$ cat src/rtl/alu_pkg.sv
// Shared encodings for the execute-stage ALU: ALUOp classes, R-type funct codes,
// internal ALU control codes and the multiply/divide sequencer states.
package alu_pkg;

  localparam logic [3:0] ALUOP_ADD   = 4'b0000;
  localparam logic [3:0] ALUOP_SUB   = 4'b0001;
  localparam logic [3:0] ALUOP_RTYPE = 4'b0010;
  localparam logic [3:0] ALUOP_AND   = 4'b0011;
  localparam logic [3:0] ALUOP_OR    = 4'b0100;
  localparam logic [3:0] ALUOP_XOR   = 4'b0101;

  localparam logic [5:0] FN_ADD   = 6'b100000;
  localparam logic [5:0] FN_SUB   = 6'b100010;
  localparam logic [5:0] FN_AND   = 6'b100100;
  localparam logic [5:0] FN_OR    = 6'b100101;
  localparam logic [5:0] FN_XOR   = 6'b100110;
  localparam logic [5:0] FN_NOR   = 6'b100111;
  localparam logic [5:0] FN_SLT   = 6'b101010;
  localparam logic [5:0] FN_SLTU  = 6'b101011;
  localparam logic [5:0] FN_MFHI  = 6'b010000;
  localparam logic [5:0] FN_MFLO  = 6'b010010;
  localparam logic [5:0] FN_MULT  = 6'b011000;
  localparam logic [5:0] FN_MULTU = 6'b011001;
  localparam logic [5:0] FN_DIV   = 6'b011010;
  localparam logic [5:0] FN_DIVU  = 6'b011011;

  // ALU_MULDIV marks an op handed to the sequencer; ALU_ILL marks an undecodable one.
  typedef enum logic [3:0] {
    ALU_AND    = 4'b0000,
    ALU_OR     = 4'b0001,
    ALU_ADD    = 4'b0010,
    ALU_SUB    = 4'b0110,
    ALU_SLT    = 4'b0111,
    ALU_XOR    = 4'b1000,
    ALU_NOR    = 4'b1001,
    ALU_SLTU   = 4'b1010,
    ALU_MFHI   = 4'b1011,
    ALU_MFLO   = 4'b1100,
    ALU_MULDIV = 4'b1101,
    ALU_ILL    = 4'b1111
  } alu_ctl_e;

  typedef enum logic [1:0] {
    ST_IDLE = 2'b00,
    ST_MUL  = 2'b01,
    ST_DIV  = 2'b10,
    ST_FIN  = 2'b11
  } md_state_e;

endpackage

$ cat src/rtl/muldiv_seq.sv
// Iterative shift-add multiplier / restoring divider that owns HI and LO.
// Present only when MULDIV_EN is defined.
`ifdef MULDIV_EN
module muldiv_seq
  import alu_pkg::*;
#(
  parameter int XLEN  = 32,
  parameter int CNT_W = $clog2(XLEN) + 1
) (
  input  logic            clk,
  input  logic            rst_n,
  input  logic            flush_i,
  input  logic            start_i,
  input  logic            dz_i,
  input  logic            div_i,
  input  logic            sgn_i,
  input  logic [XLEN-1:0] a_i,
  input  logic [XLEN-1:0] b_i,
  output logic            idle_o,
  output logic            fin_o,
  output logic [XLEN-1:0] lo_fin_o,
  output logic [XLEN-1:0] hi_o,
  output logic [XLEN-1:0] lo_o
);

  md_state_e         state_q, state_d;
  logic [CNT_W-1:0]  cnt_q, cnt_d;
  logic [2*XLEN-1:0] p_q, p_d, p_neg_s;
  logic [XLEN-1:0]   m_q, m_d, hi_q, hi_d, lo_q, lo_d;
  logic [XLEN-1:0]   hi_fin_s, lo_fin_s, a_mag_s, b_mag_s, q_mag_s, r_mag_s;
  logic [XLEN:0]     mul_sum_s, rem_sh_s, rem_sub_s;
  logic              div_q, div_d, neg_lo_q, neg_lo_d, neg_hi_q, neg_hi_d;

  // p holds {HI-side, LO-side}: product for MUL, {remainder, quotient} for DIV.
  assign a_mag_s  = (sgn_i && a_i[XLEN-1]) ? -a_i : a_i;
  assign b_mag_s  = (sgn_i && b_i[XLEN-1]) ? -b_i : b_i;
  assign q_mag_s  = p_q[XLEN-1:0];
  assign r_mag_s  = p_q[2*XLEN-1:XLEN];
  assign p_neg_s  = -p_q;
  assign lo_fin_o = lo_fin_s;
  assign hi_o     = hi_q;
  assign lo_o     = lo_q;

  // Sign fix-up applied in FIN.
  always_comb begin
    if (div_q) begin
      lo_fin_s = neg_lo_q ? -q_mag_s : q_mag_s;
      hi_fin_s = neg_hi_q ? -r_mag_s : r_mag_s;
    end else if (neg_lo_q) begin
      {hi_fin_s, lo_fin_s} = p_neg_s;
    end else begin
      {hi_fin_s, lo_fin_s} = p_q;
    end
  end

  // State register.
  always_ff @(posedge clk) begin
    if (!rst_n) begin
      state_q <= ST_IDLE;
    end else begin
      state_q <= state_d;
    end
  end

  // Next-state logic; flush returns to IDLE from any busy state.
  always_comb begin
    state_d = state_q;
    case (state_q)
      ST_IDLE: begin
        if (flush_i) begin
          state_d = ST_IDLE;
        end else if (start_i) begin
          state_d = div_i ? ST_DIV : ST_MUL;
        end else begin
          state_d = ST_IDLE;
        end
      end
      ST_MUL, ST_DIV: begin
        if (flush_i) begin
          state_d = ST_IDLE;
        end else if (cnt_q == CNT_W'(XLEN - 1)) begin
          state_d = ST_FIN;
        end else begin
          state_d = state_q;
        end
      end
      ST_FIN:  state_d = ST_IDLE;
      default: state_d = ST_IDLE;
    endcase
  end

  // FSM outputs.
  always_comb begin
    idle_o = (state_q == ST_IDLE);
    fin_o  = (state_q == ST_FIN) && !flush_i;
  end

  // Datapath next state: operand latch, one iteration per cycle, HI/LO writes.
  always_comb begin
    cnt_d     = cnt_q;
    p_d       = p_q;
    m_d       = m_q;
    hi_d      = hi_q;
    lo_d      = lo_q;
    div_d     = div_q;
    neg_lo_d  = neg_lo_q;
    neg_hi_d  = neg_hi_q;
    mul_sum_s = {1'b0, r_mag_s} + (p_q[0] ? {1'b0, m_q} : {(XLEN+1){1'b0}});
    rem_sh_s  = {r_mag_s, q_mag_s[XLEN-1]};
    rem_sub_s = rem_sh_s - {1'b0, m_q};
    case (state_q)
      ST_IDLE: begin
        if (dz_i) begin
          hi_d = a_i;
          lo_d = {XLEN{1'b1}};
        end else if (start_i) begin
          cnt_d    = {CNT_W{1'b0}};
          p_d      = {{XLEN{1'b0}}, a_mag_s};
          m_d      = b_mag_s;
          div_d    = div_i;
          neg_lo_d = sgn_i && (a_i[XLEN-1] ^ b_i[XLEN-1]);
          neg_hi_d = sgn_i && a_i[XLEN-1];
        end else begin
          cnt_d = cnt_q;
        end
      end
      ST_MUL: begin
        p_d   = {mul_sum_s, q_mag_s[XLEN-1:1]};
        cnt_d = cnt_q + {{(CNT_W-1){1'b0}}, 1'b1};
      end
      ST_DIV: begin
        // A clear borrow bit means the shifted remainder covers the divisor.
        if (!rem_sub_s[XLEN]) begin
          p_d = {rem_sub_s[XLEN-1:0], q_mag_s[XLEN-2:0], 1'b1};
        end else begin
          p_d = {rem_sh_s[XLEN-1:0], q_mag_s[XLEN-2:0], 1'b0};
        end
        cnt_d = cnt_q + {{(CNT_W-1){1'b0}}, 1'b1};
      end
      ST_FIN: begin
        if (!flush_i) begin
          hi_d = hi_fin_s;
          lo_d = lo_fin_s;
        end else begin
          hi_d = hi_q;
          lo_d = lo_q;
        end
      end
      default: cnt_d = cnt_q;
    endcase
  end

  // Datapath registers.
  always_ff @(posedge clk) begin
    if (!rst_n) begin
      cnt_q    <= {CNT_W{1'b0}};
      p_q      <= {(2*XLEN){1'b0}};
      m_q      <= {XLEN{1'b0}};
      hi_q     <= {XLEN{1'b0}};
      lo_q     <= {XLEN{1'b0}};
      div_q    <= 1'b0;
      neg_lo_q <= 1'b0;
      neg_hi_q <= 1'b0;
    end else begin
      cnt_q    <= cnt_d;
      p_q      <= p_d;
      m_q      <= m_d;
      hi_q     <= hi_d;
      lo_q     <= lo_d;
      div_q    <= div_d;
      neg_lo_q <= neg_lo_d;
      neg_hi_q <= neg_hi_d;
    end
  end

endmodule
`endif

$ cat src/rtl/alu_exec_unit.sv
// EX-stage unit: ALUOp/funct decode, single-cycle ALU, handshake and output registers.
// Define MULDIV_EN to add mult/multu/div/divu/mfhi/mflo via muldiv_seq.
module alu_exec_unit
  import alu_pkg::*;
#(
  parameter int XLEN  = 32,
  parameter int CNT_W = $clog2(XLEN) + 1
) (
  input  logic            clk,
  input  logic            rst_n,
  input  logic            in_valid,
  output logic            in_ready,
  input  logic [3:0]      alu_op,
  input  logic [5:0]      funct,
  input  logic [XLEN-1:0] src_a,
  input  logic [XLEN-1:0] src_b,
  input  logic            flush,
  output logic            out_valid,
  output logic [XLEN-1:0] result,
  output logic            zero,
  output logic            illegal
);

  alu_ctl_e        ctl_s;
  logic            illegal_s, accept_s, in_ready_s, md_start_s, md_fin_s;
  logic [XLEN-1:0] alu_res_s, md_lo_fin_s;
  logic            out_valid_q, out_valid_d, zero_q, zero_d, illegal_q, illegal_d;
  logic [XLEN-1:0] result_q, result_d;
`ifdef MULDIV_EN
  logic            is_md_s, md_div_s, md_sgn_s, dz_s;
  logic [XLEN-1:0] md_hi_s, md_lo_s;
`endif

  // Decode ALUOp class and R-type funct into an internal control code.
  always_comb begin
    ctl_s = ALU_ILL;
`ifdef MULDIV_EN
    md_div_s = 1'b0;
    md_sgn_s = 1'b0;
`endif
    case (alu_op)
      ALUOP_ADD: ctl_s = ALU_ADD;
      ALUOP_SUB: ctl_s = ALU_SUB;
      ALUOP_AND: ctl_s = ALU_AND;
      ALUOP_OR:  ctl_s = ALU_OR;
      ALUOP_XOR: ctl_s = ALU_XOR;
      ALUOP_RTYPE: begin
        case (funct)
          FN_ADD:  ctl_s = ALU_ADD;
          FN_SUB:  ctl_s = ALU_SUB;
          FN_AND:  ctl_s = ALU_AND;
          FN_OR:   ctl_s = ALU_OR;
          FN_XOR:  ctl_s = ALU_XOR;
          FN_NOR:  ctl_s = ALU_NOR;
          FN_SLT:  ctl_s = ALU_SLT;
          FN_SLTU: ctl_s = ALU_SLTU;
`ifdef MULDIV_EN
          FN_MFHI:  ctl_s = ALU_MFHI;
          FN_MFLO:  ctl_s = ALU_MFLO;
          FN_MULT: begin
            ctl_s    = ALU_MULDIV;
            md_sgn_s = 1'b1;
          end
          FN_MULTU: ctl_s = ALU_MULDIV;
          FN_DIV: begin
            ctl_s    = ALU_MULDIV;
            md_div_s = 1'b1;
            md_sgn_s = 1'b1;
          end
          FN_DIVU: begin
            ctl_s    = ALU_MULDIV;
            md_div_s = 1'b1;
          end
`else
          FN_MFHI, FN_MFLO, FN_MULT, FN_MULTU, FN_DIV, FN_DIVU: ctl_s = ALU_ILL;
`endif
          default: ctl_s = ALU_ILL;
        endcase
      end
      default: ctl_s = ALU_ILL;
    endcase
  end

  assign illegal_s = (ctl_s == ALU_ILL);
  assign accept_s  = in_valid && in_ready_s && !flush;

  // Single-cycle datapath; ALU_MULDIV only completes here as a divide by zero.
  always_comb begin
    case (ctl_s)
      ALU_ADD:    alu_res_s = src_a + src_b;
      ALU_SUB:    alu_res_s = src_a - src_b;
      ALU_AND:    alu_res_s = src_a & src_b;
      ALU_OR:     alu_res_s = src_a | src_b;
      ALU_XOR:    alu_res_s = src_a ^ src_b;
      ALU_NOR:    alu_res_s = ~(src_a | src_b);
      ALU_SLT:    alu_res_s = {{(XLEN-1){1'b0}}, ($signed(src_a) < $signed(src_b))};
      ALU_SLTU:   alu_res_s = {{(XLEN-1){1'b0}}, (src_a < src_b)};
`ifdef MULDIV_EN
      ALU_MFHI:   alu_res_s = md_hi_s;
      ALU_MFLO:   alu_res_s = md_lo_s;
`endif
      ALU_MULDIV: alu_res_s = {XLEN{1'b1}};
      default:    alu_res_s = {XLEN{1'b0}};
    endcase
  end

`ifdef MULDIV_EN
  assign is_md_s    = (ctl_s == ALU_MULDIV);
  assign dz_s       = accept_s && is_md_s && md_div_s && (src_b == {XLEN{1'b0}});
  assign md_start_s = accept_s && is_md_s && !dz_s;

  muldiv_seq #(
    .XLEN  (XLEN),
    .CNT_W (CNT_W)
  ) u_muldiv (
    .clk      (clk),
    .rst_n    (rst_n),
    .flush_i  (flush),
    .start_i  (md_start_s),
    .dz_i     (dz_s),
    .div_i    (md_div_s),
    .sgn_i    (md_sgn_s),
    .a_i      (src_a),
    .b_i      (src_b),
    .idle_o   (in_ready_s),
    .fin_o    (md_fin_s),
    .lo_fin_o (md_lo_fin_s),
    .hi_o     (md_hi_s),
    .lo_o     (md_lo_s)
  );
`else
  assign in_ready_s  = 1'b1;
  assign md_start_s  = 1'b0;
  assign md_fin_s    = 1'b0;
  assign md_lo_fin_s = {XLEN{1'b0}};
`endif

  // Output next state: sequencer completion or a single-cycle accept.
  always_comb begin
    out_valid_d = 1'b0;
    result_d    = result_q;
    zero_d      = zero_q;
    illegal_d   = illegal_q;
    if (md_fin_s) begin
      out_valid_d = 1'b1;
      result_d    = md_lo_fin_s;
      zero_d      = (md_lo_fin_s == {XLEN{1'b0}});
      illegal_d   = 1'b0;
    end else if (accept_s && !md_start_s) begin
      out_valid_d = 1'b1;
      result_d    = alu_res_s;
      zero_d      = (alu_res_s == {XLEN{1'b0}});
      illegal_d   = illegal_s;
    end else begin
      out_valid_d = 1'b0;
    end
  end

  // Output registers.
  always_ff @(posedge clk) begin
    if (!rst_n) begin
      out_valid_q <= 1'b0;
      result_q    <= {XLEN{1'b0}};
      zero_q      <= 1'b0;
      illegal_q   <= 1'b0;
    end else begin
      out_valid_q <= out_valid_d;
      result_q    <= result_d;
      zero_q      <= zero_d;
      illegal_q   <= illegal_d;
    end
  end

  assign in_ready  = in_ready_s;
  assign out_valid = out_valid_q;
  assign result    = result_q;
  assign zero      = zero_q;
  assign illegal   = illegal_q;

endmodule

$ cat config.mk
export PLATFORM = sky130hd
export DESIGN_NAME = alu_exec_unit
export DESIGN_NICKNAME = d
export VERILOG_FILES = /design/src/rtl/alu_pkg.sv /design/src/rtl/muldiv_seq.sv /design/src/rtl/alu_exec_unit.sv
export SDC_FILE = /design/constraint.sdc
export NUM_CORES = 1
export LEC_CHECK = 0
export CAP_MARGIN = 20
export CELL_PAD_IN_SITES_DETAIL_PLACEMENT = 1
export CELL_PAD_IN_SITES_GLOBAL_PLACEMENT = 2
export CORE_UTILIZATION = 31
export CTS_CLUSTER_SIZE = 30
export DETAILED_ROUTE_END_ITERATION = 6
export PLACE_DENSITY_LB_ADDON = 0.2
export SYNTH_ARGS = -nofsm -noshare
export SYNTH_HDL_FRONTEND = slang
export SYNTH_HIERARCHICAL = 1
export SYNTH_SLANG_ARGS = --single-unit
$ cat constraint.sdc
create_clock -name clk -period 6.7 [get_ports clk]
set_input_delay 2.01 -clock clk [delete_from_list [all_inputs] [get_ports clk]]
set_output_delay 2.01 -clock clk [all_outputs]
set_load 0.02 [all_outputs]
==> results.py <==
metrics = {
    "worst_setup_path": {
        "critPathLaunchType": "input pin",
        "worstPathMaxFanout": 6,
        "cp_cell_sequence": "clkdlybuf4s50_1, ha_1, fa_1, a21o_1, a221oi_1, o31a_1, o21bai_1, a21oi_1, mux2i_1, a211o_1, or4_1, nor4_1, nand4_1, o31ai_1",
        "path_class": "input pin to flip-flop",
        "crit_slowest_cell": "a221oi_1",
        "cp.required_ps": 6900,
        "cpPeakStageDelay_ps": 550,
        "cp.arrival_ps": 6330,
        "cp-end-kind": "flip-flop",
    },
    "synthesis": {
        "ys_types": 86,
        "ys_seq_elements": 35,
        "syn_nets": 1231,
        "seq_area_frac_synth_pct": 9.62,
        "yosysTopAreaCell": "ha_1",
        "syn_inst": 1055,
        "yosysWarnings": 6,
        "yosysMostFrequentCell": "nor2_1",
        "syn_avg_cell_area_um2": 6.90,
        "synth_area_mm2": 0.00728,
        "synth_edf_count": 0,
        "yosys-top-cells-count": "nor2_1, inv_1, ha_1, a21oi_1, nand2_1",
        "synthArstFlopShare_pct": 0,
        "synth_top_area_share_pct": 16.5,
        "ys_top_cells_by_area": "ha_1, dfxtp_1, a21oi_1, nor2_1, inv_1",
        "synth_ff_type": "dfxtp_1",
    },
    "clock_tree": {
        "cts_tree": "done",
        "clock_path_buffers": 2,
        "ctsResizeCount": 0,
        "worstSkewPairLatency_ps": 280,
        "cts-buffers-inserted": 5,
        "cts.htree.levels": 2,
        "ctsHoldBuffers": 0,
        "clk_pin_slew_worst_paths_ps": 60,
        "numClockSinks": 35,
        "cts_root_buffer": "clkbuf_16",
        "postCtsSetupRepairBufs": 0,
    },
    "power_and_ir_drop": {
        "intPower_mw": 0.655,
        "switching_power_mw": 0.519,
        "comb_power_share_pct": 57.2,
        "power_frac_clock_pct": 23.2,
        "power.density_mw_per_mm2": 130,
        "power_frac_seq_pct": 19.6,
        "p_leak_nw": 3.81,
        "swShare_pct": 44.2,
        "ir_worst_vdd_uv": 78.4,
    },
    "finish": {
        "n_fill_cell": 2878,
        "diodes": 0,
        "drive_above_1_share_pct": 6.23,
        "final-seq-area_um2": 701,
        "synthToLayoutAreaGrowth_pct": 24.2,
        "fin_nets": 1330,
        "design_area_mm2": 0.00905,
        "final_core_util_pct": 39.6,
        "fin_cells": 1468,
        "multiInputGateArea_mm2": 0.00594,
    },
    "route": {
        "wl_per_cell_um": 22.8,
        "remaining_drc_errors": 0,
        "vias": 8859,
        "routed_wl_um": 33400,
        "drt-vias-per-instance": 6.03,
        "firstDrtPassIters": 6,
        "ant_nets": 0,
        "first_iter_violations": 724,
    },
    "worst_hold_path": {
        "min_path_type": "flip-flop to flip-flop",
    },
    "timing": {
        "tightest_slew_ps": 987,
        "grt_setup_unrepaired": "no",
        "setup_tns_ps": 0,
        "relSlewSlack_pct": 34.1,
        "layout_min_cycle_time_ps": 6140,
        "fin_worst_skew_ps": 0,
        "fin_crit_sh_pct": 91.6,
        "final-hold-violation-count": 0,
        "maxSlewViolCount": 0,
        "fmax_mhz": 163,
        "setup-violations-final": 0,
    },
    "floorplan": {
        "rows": 55,
        "die_h_um": 155,
        "die_area_mm2": 0.0241,
        "core_area_mm2": 0.0228,
        "ioPinCount": 114,
        "fp.dieW_um": 155,
        "initial_core_util_pct": 31.9,
    },
    "global_routing": {
        "grt_usage_pct": 27.4,
        "grt_pass1_vias": 8672,
        "grt_pass1_wl_um": 51500,
        "grt_remaining_overflow": 0,
        "grt_max_degree": 36,
        "grt_antenna_before_repair": 0,
    },
    "placed_design": {
        "numPortBuffers": 112,
        "dp.cells": 1460,
        "gp_congestion": 0.931,
        "dpl-instance-area_mm2": 0.00888,
        "hpwl_um": 26600,
    },
    "job": {
        "drv_cap": 0,
    },
    "run_status": {
        "status": "finished, final reports clean",
    },
}
power groups by stage:
stage / Sequential, mW / Combinational (mW) / Clock (mW)
5_1_grt: 0.232 / 0.724 / 0.283
6_report: 0.230 / 0.671 / 0.272
3_5_place_dp: 0.235 / 0.655 / 0
3_3_place_gp: 0.234 / 0.653 / 0
2_1_floorplan: 0.248 / 0.381 / 0
4_1_cts: 0.230 / 0.659 / 0.274
area by class of cell:
class | instances | area share [%]
inverter | 103 | 4.27
timing repair buffer | 157 | 16.1
sequential | 35 | 7.75
multi-input combinational | 852 | 65.7
clock buffer | 5 | 1.38
clock inverter | 3 | 0.484
tap | 313 | 4.33
kinds of logic (layout without fill, tap and decap cells):
family,Yosys count,count (layout),share of synthesized area [%]
adders and majority gates,98,98,17.0
other,1,1,0.0515
buffers and inverters,168,268,8.95
AOI/OAI and AO/OA,378,378,36.9
DFF,35,35,9.62
xor gates and xnor gates,17,17,2.04
muxes,11,11,1.55
and+or+nand+nor,347,347,23.9
cell usage in the layout (no fill, tap or decap), types with 6 or more instances in the layout:
master             n
a21o_1            19
mux2i_1            9
and3_1            13
clkdlybuf4s50_1  112
o211ai_1          15
o221ai_1           7
a221oi_1          15
o21bai_1           9
nor4_1            16
inv_1            102
nand2b_1          13
or4_1              6
a211oi_1          26
ha_1              96
a21oi_1           84
nor3_1            40
nor2_1           109
and4_1             6
o31ai_1           18
nor2b_1           13
a31oi_1            9
o21a_1            12
dfxtp_1           35
xnor2_1           14
o311ai_0           6
and2_1             6
nand4_1           13
nand2_1           62
nand3_1           19
o21ai_0           59
a221o_1           11
o2111ai_1         10
buf_4             45
worst paths after layout:
check,cells past startpoint,startpoint,slack (ps),endpoint
max,14,src_b[0],560,zero
min reg2reg,2,result[17],500,result[17]
max reg2reg,2,result[5],5910,result[5]
min,2,result[17],500,result[17]
registers in the layout (all words and copies together) (netlist names):
register   flops
zero           1
out_valid      1
result        32
illegal        1
layer usage:
layer | wire (um) | track usage, % | up-vias
met5 | 0 | 0 | -
met4 | 718 | 6.02 | 0
met3 | 2410 | 3.96 | 45
met2 | 14300 | 42.8 | 367
met1 | 16000 | 39.5 | 4333
li1 | - | - | 4114
critical path, delay by kind of cell:
| kind | cells | cell delay, ps |
|---|---|---|
| buffers and inverters | 1 | 450 |
| and+or+nand+nor | 3 | 970 |
| muxes | 1 | 100 |
| adders and majority gates | 2 | 700 |
| AOI/OAI and AO/OA | 7 | 2100 |
per-stage QoR:
step | hold slack [ps] | setup slack, ps | power, mW
2_1_floorplan | 544 | 1370 | 0.630
5_1_grt | 515 | 360 | 1.24
6_report | 496 | 563 | 1.17
3_5_place_dp | 494 | 364 | 0.890
3_3_place_gp | 487 | 381 | 0.887
4_1_cts | 502 | 624 | 1.16
Note: power is estimated with default switching activity, not from simulation.
